$ cat src/rtl/msb_pos_decode_if.sv
// Handshake bundle for msb_pos_decode.
//   Request side : input_pos, input_valid (to block), input_ready (from block)
//   Result side  : output_num, output_mask, output_pos, output_err,
//                  output_valid (from block), output_ready (to block)
// slave modport is the decoder, master modport is the producer/consumer.
interface msb_pos_decode_if #(
  parameter int unsigned N = 64
);
  logic [7:0]   input_pos;
  logic         input_valid;
  logic         input_ready;
  logic [N-1:0] output_num;
  logic [N-1:0] output_mask;
  logic [7:0]   output_pos;
  logic         output_err;
  logic         output_valid;
  logic         output_ready;

  modport slave (
    input  input_pos, input_valid, output_ready,
    output input_ready, output_num, output_mask, output_pos, output_err,
           output_valid
  );

  modport master (
    output input_pos, input_valid, output_ready,
    input  input_ready, output_num, output_mask, output_pos, output_err,
           output_valid
  );
endinterface

$ cat src/rtl/msb_pos_decode.sv
// Rebuilds a one-hot word and an at-or-below thermometer mask from a bit
// position by shifting a single 1 left once per cycle.
//   clk  : rising-edge clock
//   rst  : asynchronous active-high reset
//   bus  : msb_pos_decode_if.slave (request + result handshakes)
// One request in flight; latency is pos+2 edges for legal positions and one
// edge for 8'hFF (no bit set) or positions >= N (flagged via output_err).
module msb_pos_decode #(
  parameter int unsigned N = 64
) (
  input  logic                clk,
  input  logic                rst,
  msb_pos_decode_if.slave     bus
);

  localparam int unsigned CW       = 8;
  localparam logic [CW:0] N_LIM    = (CW + 1)'(N);
  localparam logic [CW-1:0] POS_NONE = 8'hFF;

  typedef enum logic [1:0] {
    IDLE = 2'd0,
    BUSY = 2'd1,
    DONE = 2'd2
  } state_e;

  state_e          state_q, state_d;
  logic [N-1:0]    num_q,   num_d;
  logic [N-1:0]    mask_q,  mask_d;
  logic [CW-1:0]   pos_q,   pos_d;
  logic            err_q,   err_d;
  logic [CW-1:0]   cnt_q,   cnt_d;

  // State and result registers
  always_ff @(posedge clk or posedge rst) begin
    if (rst) begin
      state_q <= IDLE;
      num_q   <= '0;
      mask_q  <= '0;
      pos_q   <= '0;
      err_q   <= 1'b0;
      cnt_q   <= '0;
    end else begin
      state_q <= state_d;
      num_q   <= num_d;
      mask_q  <= mask_d;
      pos_q   <= pos_d;
      err_q   <= err_d;
      cnt_q   <= cnt_d;
    end
  end

  // Next-state and datapath
  always_comb begin
    state_d = state_q;
    num_d   = num_q;
    mask_d  = mask_q;
    pos_d   = pos_q;
    err_d   = err_q;
    cnt_d   = cnt_q;

    case (state_q)
      IDLE: begin
        if (bus.input_valid) begin
          pos_d = bus.input_pos;
          if (bus.input_pos == POS_NONE) begin
            num_d   = '0;
            mask_d  = '0;
            err_d   = 1'b0;
            state_d = DONE;
          end else if ({1'b0, bus.input_pos} >= N_LIM) begin
            num_d   = '0;
            mask_d  = '0;
            err_d   = 1'b1;
            state_d = DONE;
          end else begin
            // Seed bit 0; cnt counts the remaining left shifts.
            num_d   = N'(1);
            mask_d  = N'(1);
            err_d   = 1'b0;
            cnt_d   = bus.input_pos;
            state_d = BUSY;
          end
        end
      end

      BUSY: begin
        if (cnt_q == '0) begin
          state_d = DONE;
        end else begin
          num_d  = {num_q[N-2:0], 1'b0};
          mask_d = {mask_q[N-2:0], 1'b1};
          cnt_d  = cnt_q - CW'(1);
        end
      end

      DONE: begin
        if (bus.output_ready) begin
          state_d = IDLE;
        end
      end

      default: begin
        state_d = IDLE;
      end
    endcase
  end

  // Handshake flags come straight from the state register.
  assign bus.input_ready  = (state_q == IDLE) && !rst;
  assign bus.output_valid = (state_q == DONE);
  assign bus.output_num   = num_q;
  assign bus.output_mask  = mask_q;
  assign bus.output_pos   = pos_q;
  assign bus.output_err   = err_q;

endmodule

$ cat src/flat_wrapper.sv
// flat-port wrapper written by rule: the top's interface ports become plain ports
module msb_pos_decode_flat 
#(
  parameter int unsigned N = 64
)
  (clk, rst, bus_input_pos, bus_input_valid, bus_output_ready, bus_input_ready, bus_output_num, bus_output_mask, bus_output_pos, bus_output_err, bus_output_valid);
  msb_pos_decode_if #(.N(N)) bus_i ();
  input  logic clk;
  input  logic rst;
  input wire logic [$bits(bus_i.input_pos)-1:0] bus_input_pos;
  input wire logic [$bits(bus_i.input_valid)-1:0] bus_input_valid;
  input wire logic [$bits(bus_i.output_ready)-1:0] bus_output_ready;
  output wire logic [$bits(bus_i.input_ready)-1:0] bus_input_ready;
  output wire logic [$bits(bus_i.output_num)-1:0] bus_output_num;
  output wire logic [$bits(bus_i.output_mask)-1:0] bus_output_mask;
  output wire logic [$bits(bus_i.output_pos)-1:0] bus_output_pos;
  output wire logic [$bits(bus_i.output_err)-1:0] bus_output_err;
  output wire logic [$bits(bus_i.output_valid)-1:0] bus_output_valid;
  assign bus_i.input_pos = bus_input_pos;
  assign bus_i.input_valid = bus_input_valid;
  assign bus_i.output_ready = bus_output_ready;
  assign bus_input_ready = bus_i.input_ready;
  assign bus_output_num = bus_i.output_num;
  assign bus_output_mask = bus_i.output_mask;
  assign bus_output_pos = bus_i.output_pos;
  assign bus_output_err = bus_i.output_err;
  assign bus_output_valid = bus_i.output_valid;
  msb_pos_decode #(.N(N)) u_core (.clk(clk), .rst(rst), .bus(bus_i));
endmodule
$ cat config.mk
export PLATFORM = sky130hd
export DESIGN_NAME = msb_pos_decode_flat
export DESIGN_NICKNAME = d
export VERILOG_FILES = /design/src/rtl/msb_pos_decode_if.sv /design/src/rtl/msb_pos_decode.sv /design/src/flat_wrapper.sv
export SDC_FILE = /design/constraint.sdc
export NUM_CORES = 1
export LEC_CHECK = 0
export ABC_CLOCK_PERIOD_IN_PS = 5700
export CAP_MARGIN = 25
export CORE_AREA = 5 5 133 135
export DETAILED_ROUTE_END_ITERATION = 8
export DIE_AREA = 0 0 138 140
export PLACE_DENSITY = 0.7
export SETUP_SLACK_MARGIN = 0.1
export SLEW_MARGIN = 20
export SYNTH_ARGS = -nofsm -noshare
export SYNTH_HDL_FRONTEND = slang
export SYNTH_SLANG_ARGS = --single-unit
$ cat constraint.sdc
create_clock -name clk -period 5.7 [get_ports clk]
set_input_delay 1.71 -clock clk [delete_from_list [all_inputs] [get_ports clk]]
set_output_delay 1.71 -clock clk [all_outputs]
set_load 0.02 [all_outputs]
==> summary.txt, run 1 <==
Final layout
  – Register area: around 3700 um2
  – Most frequent cells in the layout: 259 x nand2_1, 150 x clkdlybuf4s50_1, 147 x dfrtp_1
  – Final core occ: between 50% and 60%
  – Filler instances: ~1600
  – Layout cell share with drive strength beyond 1: 6.18%
  – Area Overhead vs Synth: 35.7%
  – N_diodes: 0
  – # nets final: approximately 800
  – Most common cell after layout, fill and taps aside: nand2_1
  – Multi-input logic area: approximately 2100 um2
  – Finished Layout Cells: 1013

Place
  – DP HPWL: 9.09 mm
  – Place WS: between 1 and 1.5 ns
  – RePlAce Congestion: between 0.7 and 0.8
  – PortBufs: 150
  – Placed cell count: between 900 and 1000

Detailed routing
  – Post-route ant nets: 0
  – Detailed Routing Iterations Pass 1: 6
  – Vias per cell: ~4.7
  – DR iter-0 viols: 320
  – DR vias: 4809
  – DRC Markers: 0
  – DR WL/cell: between 10 and 15 um
  – Wirelength, routed: ~14 mm

Power and ir drop
  – Peak supply drop: 0.393 mV
  – PD cells: approximately 370 nW/um2
  – Leakage: ~3.3 nW

Clock network
  – Clock transition at path regs: around 0.060 ns
  – Cts repair resizes: 0
  – Post-CTS Setup Inserts: 0
  – CTS tree: done
  – Clock insertion delay at the later pin of the skew report: 0.41 ns
  – Hold_buf cts: 0
  – CTS buffer count: 17
  – Clock root cell: clkbuf_16
  – H-tree depth: 4
  – Clock Sinks: between 100 and 150
  – CTS Buffer Depth: 2

Synthesis
  – Post-synth EDFFs: 0
  – Yosys top cell by area: dfrtp_1
  – Yosys reg bits: 147
  – Synth Cell Area: slightly above 6000 um2
  – Seq/Total Area, Yosys: between 60% and 70%
  – Top cell type's share of synthesized area: between 60 and 70%
  – Synth Area per Inst: 9.29 um2
  – Syn nets: 667
  – Distinct cells, synth: 38
  – Cells after synthesis: between 600 and 700
  – Async set or reset register ratio after synthesis: between 90% and 100%
  – Ys flop type: dfrtp_1
  – Area contributors post-synth: dfrtp_1 61%, nand2_1 16%, o21ai_0 9.2%, buf_6 1.5%, mux2_2 1.5%
  – Synth warn: 0

Die
  – Vert. Die Dim: between 100 and 150 um
  – Die X: 138 um
  – Starting Density: 37.1%
  – FP Rows: 47
  – CORE AREA: about 16000 um2
  – Die ar.: between 15000 and 20000 um2
  – I/O Pins: 151

Timing
  – RSZ-0062 raised after global routing: no
  – Slack of the critical path: 1.03 ns
  – Worst-Margin Slew: roughly 1 ns
  – Fin crit period: 4.67 ns
  – Final setup viols: 0
  – Final hold viol count: 0
  – Period utilization: about four fifths
  – Clk_skew: 0.0106 ns
  – Fmax: ~0.21 GHz
  – TNS Setup: 0 ns
  – Slew Viols, Final: 0
  – Slew margin rel.: between 30 and 40%

Job
  – Max cap viols: 0

Global routing
  – Largest net degree at the start of global routing: approximately 260
  – Vias in the first global route: around 4600
  – GRT Resource Usage Total: between 10% and 20%
  – Initial antenna violation count: 0
  – Total grt overflow: 0
  – First-pass GRT wire length: between 20 and 25 mm

Critical path
  – CP Capture Type: output pin
  – CP max FO: 2
  – Setup crit start kind: primary input
  – Most frequent CP cell: clkdlybuf4s50_1
  – Setup CP Type: in2out
  – CP arrival: around 3 ns
  – Critical path required time: about 4.0 ns
  – Slowest CP cell: clkdlybuf4s50_1
  – Critical Path, Cell by Cell: clkdlybuf4s50_1 -> nor3_1 -> clkdlybuf4s50_1
  – R2R setup slack: around 3.2 ns
  – CP max stage delay: about 0.63 ns

Worst hold path
  – Worst hold path class: reg2reg

Status
  – Status: completed
-- path summary, 6_finish.rpt --
check / start / to / depth (start not counted)
setup / recovery: rst / bus_input_ready / 3
hold / removal: u_core.bus.output_num[63] / u_core.bus.output_num[63] / 2
setup reg to reg: u_core.cnt_q[0] / u_core.bus.output_num[25] / 6
hold reg to reg: u_core.bus.output_num[63] / u_core.bus.output_num[63] / 2
max in group asynchronous: rst / u_core.bus.output_num[33] / 3
min in group asynchronous: rst / u_core.bus.output_pos[1] / 2
-- power by group --
part           switching, mW  total (mW)  internal [mW]  leakage, nW
clock network          0.419        1.07          0.646        0.277
registers             0.0787        1.20           1.12         2.01
logic                  0.538       0.764          0.226         1.04
-- logic make-up after synthesis --
| family | synth area share (%) |
|---|---|
| AND/OR/NAND/NOR | 18.8 |
| flip-flops | 60.7 |
| buffers and inverters | 4.70 |
| multiplexers | 1.82 |
| adder cells (fa/ha/maj) | 0.413 |
| AO/OA/AOI/OAI | 13.6 |
-- critical path: cells and delay by family --
family | cells | cell delay, ns
buffers and inverters | 2 | 1.09
and+or+nand+nor | 1 | 0.16
-- sequential cells by signal, indices dropped and copies added (netlist names) --
signal	flops
u_core.state_q	2
u_core.bus.output_mask	64
u_core.bus.output_pos	8
u_core.bus.output_num	64
u_core.cnt_q	8
u_core.bus.output_err	1
-- stage by stage --
step	area [um2]	hold WS, ns	total power, mW
after floorplan	6070	0.516	1.83
after global placement	7640	0.462	1.99
after detailed placement	7640	0.472	2.00
after CTS	8210	0.485	3.08
after global routing	8230	0.518	3.22
final	8230	0.480	3.03
-- cells in the mapped netlist (4+ instances only) --
cell type / number
a21oi_1: 6
clkbuf_1: 16
inv_1: 6
nand2_1: 259
a311oi_1: 4
mux2_2: 8
o21ai_0: 112
buf_6: 8
o21ai_1: 16
nor3_1: 7
nor2_1: 11
clkbuf_2: 9
buf_2: 9
dfrtp_1: 147
-- routing by layer --
metal	GRT usage, %	wire length [um]
met1	20.6	6590
met4	4.32	171
met5	0	0
met3	5.79	853
met2	22.3	6440
-- area by class of cell --
type                    instances  share of cell area (%)
flip-flops and latches        147                    44.7
multi-input cells             454                    25.6
repair buffers                155                    19.2
clock buffers                  24                    5.98
well taps                     220                    3.34
clock inverters                 7                   0.897
inverters                       6                   0.319
Power figures use the tool's default switching activity.
==> run 2, diff against run 1 <==
ABC_CLOCK_PERIOD_IN_PS = 4700   (was 5700)
PLACE_DENSITY = 0.67   (was 0.7)
clock period = 4.7 ns   (was 5.7 ns; I/O delays follow)
==> run 2 against run 1 <==
Effect of this change:
- die area stayed put
- worst hold slack worse by 0.0029 ns
- global-route usage is 0.20 points higher
- combinational power is 24% higher
- sequential share of layout area is 0.24 points lower
- non-clock buffer count is 3 higher
- register-to-register slack worse by 1.1 ns
- first-iteration DRC count is 19% lower
- design area is 0.53% higher
- power is 24% higher
==> summary.txt, run 2 (synthesis results as in run 1) <==
Die
  – Starting Density: 37.1%
  – Vert. Die Dim: 140 um
  – CORE AREA: 16300 um2
  – Die X: approximately 140 um
  – Die ar.: roughly 19000 um2
  – I/O Pins: around 150
  – FP Rows: 47

Power and ir drop
  – Pwr Total: 3.75 mW
  – PD cells: 453 nW/um2
  – Leakage: 3.35 nW
  – Peak supply drop: approximately 0.27 mV

Clock network
  – CTS Buffer Depth: 2
  – CTS tree: done
  – Clock root cell: clkbuf_16
  – CTS buffer count: 17
  – Clock Sinks: approximately 150
  – Clock transition at path regs: 0.06 ns
  – Cts repair resizes: 0
  – Hold_buf cts: 0
  – Clock insertion delay at the later pin of the skew report: 0.41 ns
  – H-tree depth: 4
  – Post-CTS Setup Inserts: 0

Timing
  – Period utilization: 86.2%
  – Final hold viol count: 0
  – Fmax: roughly 0.25 GHz
  – Slew margin rel.: 44.5%
  – Fin crit period: roughly 4.1 ns
  – RSZ-0062 raised after global routing: no
  – Final setup viols: 0
  – Hold WS: 0.477 ns
  – Worst-Margin Slew: around 0.83 ns
  – TNS Setup: 0 ns
  – Slew Viols, Final: 0
  – Clk_skew: 0.00711 ns

Detailed routing
  – DR vias: 4789
  – DR iter-0 viols: between 200 and 300
  – DRC Markers: 0
  – Detailed Routing Iterations Pass 1: 5
  – Post-route ant nets: 0
  – Wirelength, routed: between 10 and 15 mm
  – DR WL/cell: between 10 and 15 um
  – Vias per cell: 4.71

Status
  – Status: completed

Worst hold path
  – Worst hold path class: reg2reg

Place
  – RePlAce Congestion: 0.733
  – DP HPWL: between 9 and 10 mm
  – PortBufs: 150

Global routing
  – Vias in the first global route: 4663
  – Largest net degree at the start of global routing: ~100
  – Initial antenna violation count: 0
  – Total grt overflow: 0
  – GRT Resource Usage Total: 15.2%
  – First-pass GRT wire length: approximately 24 mm

Final layout
  – N_diodes: 0
  – # nets final: roughly 800
  – Area Overhead vs Synth: 36.4%
  – Layout cell share with drive strength beyond 1: around 6.5%
  – Most common cell after layout, fill and taps aside: nand2_1
  – Most frequent cells in the layout: 259 x nand2_1, 150 x clkdlybuf4s50_1, 147 x dfrtp_1

Critical path
  – Setup crit start kind: primary input
  – CP Capture Type: output pin
  – Critical path required time: approximately 3.3 ns
  – Setup CP Type: in2out
  – CP arrival: about 2.6 ns
  – CP max FO: 2
  – R2R setup slack: just over 2 ns

Job
  – Max cap viols: 0
run 2: path summary, 6_finish.rpt:
| kind | startpoint | to | cells past startpoint |
|---|---|---|---|
| max in group asynchronous | rst | u_core.bus.output_num[36] | 3 |
| worst max-delay path | rst | bus_input_ready | 3 |
| worst min register to register | u_core.bus.output_mask[63] | u_core.bus.output_mask[63] | 2 |
| worst min-delay path | u_core.bus.output_mask[63] | u_core.bus.output_mask[63] | 2 |
| min in group asynchronous | rst | u_core.bus.output_mask[56] | 2 |
| worst max register to register | u_core.cnt_q[0] | u_core.bus.output_num[6] | 6 |
run 2: report_power, final:
group          switching [mW]  internal (mW)  leakage, nW
combinational           0.656          0.296         1.06
sequential             0.0997           1.36         2.01
clock                   0.507          0.826        0.275
run 2: per-layer routing:
layer  share of wire, %  track usage [%]  routed length (um)  up-vias
met1                 48             21.3                6800     2227
met5                  0                0                   0        -
met4                1.2             5.62                 178        0
met3                6.1             5.18                 873       15
met2                 45             22.0                6440      130
li1                   -                -                   -     2417
run 2: critical path, cell delays in order:
cell and delay (ns):
clkdlybuf4s50_1 0.46, nor3_1 0.15, clkdlybuf4s50_1 0.63
run 2: cell type report:
cell class | count | area, um2
repair buffers | 158 | 1610
well taps | 220 | 275
multi-input cells | 454 | 2110
inverters | 6 | 26.3
clock buffers | 20 | 437
clock inverters | 11 | 138
flip-flops and latches | 147 | 3680
fillers | 1563 | 8080
run 2: stage by stage:
step | instance area, um2 | std cells | util, % | worst slack [ns]
finish | 8270 | 1016 | 50.6 | 0.647
CTS | 8270 | 1016 | 50.6 | 0.634
global placement | 7700 | 985 | 47.1 | 0.642
global route | 8270 | 1016 | 50.6 | 0.565
detailed placement | 7700 | 985 | 47.1 | 0.636
floorplan | 6070 | 653 | - | 1.42
==> run 3, diff against run 2 <==
ABC_AREA = 1   (was unset)
ABC_CLOCK_PERIOD_IN_PS = unset   (was 4700)
CORE_AREA = 5 5 136 138   (was 5 5 133 135)
DIE_AREA = 0 0 141 143   (was 0 0 138 140)
==> run 3 against run 2 <==
Effect of this change:
- first-iteration DRC count grew 56%
- die area up 4.4%
- synthesized cell count grew 9.0%
- critical path depth did not move
- clock power rose by 18%
- count of clock-buffer cells in the layout is 1 lower
- final cell count up 5.3%
- sequential cell count unchanged
==> summary.txt, run 3 <==
Status
  – Status: completed

Die
  – Vert. Die Dim: 143 um
  – CORE AREA: approximately 17000 um2
  – Die X: around 140 um
  – FP Rows: 48
  – I/O Pins: 151
  – Starting Density: a little under two fifths
  – Die ar.: 20200 um2

Clock network
  – CTS Buffer Depth: 2
  – Clock Sinks: 147
  – CTS buffer count: 17
  – Post-CTS Setup Inserts: 0
  – CTS tree: done
  – Clock root cell: clkbuf_16
  – Clock transition at path regs: about 0.06 ns
  – Hold_buf cts: 0
  – Clock insertion delay at the later pin of the skew report: 0.41 ns
  – Cts repair resizes: 0
  – H-tree depth: 4

Final layout
  – Final core occ: 50.5%
  – Finished Layout Cells: between 1000 and 1500
  – Register area: approximately 3700 um2
  – Most frequent cells in the layout: 253 x nand3_1, 174 x nand2_1, 150 x clkdlybuf4s50_1
  – Multi-input logic area: between 2000 and 2500 um2
  – # nets final: ~850
  – Area Overhead vs Synth: 35.1%
  – Layout cell share with drive strength beyond 1: under 10%
  – Most common cell after layout, fill and taps aside: nand3_1
  – N_diodes: 0
  – Filler instances: between 1500 and 2000

Synthesis
  – Synth Area in Adders: less than 1%
  – Simple logic cell fraction of the synthesized area: between 30% and 40%
  – Post-synth top cells: 253 x nand3_1, 174 x nand2_1, 147 x dfrtp_1
  – Synth warn: 0
  – Synth Area per Inst: about 9 um2
  – XOR/XNOR Fraction of Synth Area: 0%
  – Syn nets: slightly above 700
  – Cells after synthesis: between 700 and 800
  – Post-synth EDFFs: 0
  – Yosys top cell by area: dfrtp_1
  – Main combinational cell family by area after synthesis: simple AND/OR/NAND/NOR gates
  – Top-count cell post-synth: nand3_1
  – Top cell type's share of synthesized area: 57.7%
  – Distinct cells, synth: 20
  – Yosys reg bits: 147
  – Area contributors post-synth: dfrtp_1 58%, nand3_1 20%, nand2_1 10%, buf_2 3.3%, o21ai_0 1.8%
  – Async set or reset register ratio after synthesis: 100%
  – Mux cell area share after synthesis: 0%
  – Synth Cell Area: about 6400 um2
  – Seq/Total Area, Yosys: 57.7%
  – Ys flop type: dfrtp_1
  – Synth Area in Compound Gates: under 10%

Power and ir drop
  – Net Switching: 0.571 mW
  – Leakage: ~4.1 nW
  – PD cells: about 330 nW/um2
  – Power Internal: between 2 and 2.5 mW
  – Seq pwr share: between 40% and 50%
  – Peak supply drop: ~0.24 mV
  – Switching share of power: between 10% and 20%
  – Pwr Total: between 2 and 3 mW
  – Clock Power Share: between 50% and 60%
  – Comb pwr share: under 10%

Detailed routing
  – Detailed Routing Iterations Pass 1: 5
  – DRC Markers: 0
  – DR vias: ~5500
  – Wirelength, routed: ~17 mm
  – DR iter-0 viols: 404
  – Post-route ant nets: 0
  – DR WL/cell: 15.7 um
  – Vias per cell: between 5 and 6

Critical path
  – CP arrival: 2.60 ns
  – CP max stage delay: ~0.61 ns
  – Critical path's top delay family: buffers and inverters
  – Most frequent CP cell: clkdlybuf4s50_1
  – Critical path required time: 3.29 ns
  – Setup CP Type: in2out
  – Setup crit start kind: primary input
  – CP Capture Type: output pin
  – Crit path buf inv count: 2
  – CP max FO: 2
  – Critical Path, Cell by Cell: clkdlybuf4s50_1 -> nor2_1 -> clkdlybuf4s50_1
  – Slowest CP cell: clkdlybuf4s50_1

Timing
  – Slew Viols, Final: 0
  – Final hold viol count: 0
  – Hold WS: about 0.5 ns
  – Fmax: between 0.2 and 0.25 GHz
  – Slew margin rel.: a little under two fifths
  – Fin crit period: roughly 4.0 ns
  – RSZ-0062 raised after global routing: no
  – Worst-Margin Slew: ~0.93 ns
  – Clk_skew: roughly 0.011 ns
  – Final setup viols: 0
  – Period utilization: between 80% and 90%
  – TNS Setup: 0 ns

Place
  – PortBufs: 150
  – DP HPWL: ~10 mm
  – RePlAce Congestion: approximately 0.79
  – Placed cell count: about 1000

Global routing
  – GRT Resource Usage Total: ~17%
  – Initial antenna violation count: 0
  – M2 GR Usage: between 20% and 30%
  – Met1 GRT Util: 24.4%
  – Most used routing layer: met1
  – Largest net degree at the start of global routing: between 100 and 150
  – First-pass GRT wire length: 27.6 mm
  – Total grt overflow: 0
  – Met3 usage: between 4 and 5%
  – Vias in the first global route: between 5000 and 6000

Worst hold path
  – Worst hold path class: reg2reg

Job
  – Max cap viols: 0
[run 3: final timing paths]
check / depth (start not counted) / endpoint / from / slack [ns]
max: 3 / bus_input_ready / rst / 0.69
min: 2 / u_core.bus.output_pos[2] / u_core.bus.output_pos[2] / 0.49
max reg2reg: 8 / u_core.bus.output_mask[46] / u_core.state_q[1] / 1.83
min reg2reg: 2 / u_core.bus.output_pos[2] / u_core.bus.output_pos[2] / 0.49
max in group asynchronous: 3 / u_core.bus.output_num[41] / rst / 2.62
min in group asynchronous: 3 / u_core.bus.output_mask[50] / rst / 1.47
[run 3: final cells by class]
class	count	area share, %
sequential	147	42.7
multi-input combinational	485	26.7
timing repair buffer	159	18.4
clock buffer	19	5.26
tap	225	3.27
clock inverter	13	2.66
inverter	22	1.03
[run 3: logic make-up after synthesis]
group                      count (synthesis)
adders and majority gates                  2
buffers and inverters                     80
and+or+nand+nor                          459
DFF                                      147
AOI/OAI and AO/OA                         24
[run 3: metal layers]
layer | vias to the layer above | wire (um)
li1 | 2624 | -
met1 | 2667 | 8030
met2 | 152 | 7560
met3 | 20 | 933
met4 | 0 | 275
met5 | - | 0
[run 3: per-stage QoR]
| step | instance area, um2 | worst slack, ns |
|---|---|---|
| finish | 8610 | 0.691 |
| floorplan | 6370 | 1.44 |
| detailed placement | 7920 | 0.702 |
| global route | 8610 | 0.656 |
| global placement | 7920 | 0.678 |
| CTS | 8610 | 0.690 |
[run 3: power by group through the flow]
| stage | clock network (mW) | registers, mW | logic [mW] |
|---|---|---|---|
| 6_report | 1.57 | 1.27 | 0.0416 |
| 5_1_grt | 1.65 | 1.26 | 0.0485 |
| 3_3_place_gp | 0 | 1.29 | 0.0441 |
| 2_1_floorplan | 0 | 1.29 | 0.0208 |
| 3_5_place_dp | 0 | 1.29 | 0.0440 |
| 4_1_cts | 1.59 | 1.27 | 0.0439 |
[run 3: tightest hold or removal path, cell delays in order (launching register included)]
cell and delay (ns):
dfrtp_1 0.34, nand2_1 0.05, o21ai_0 0.06
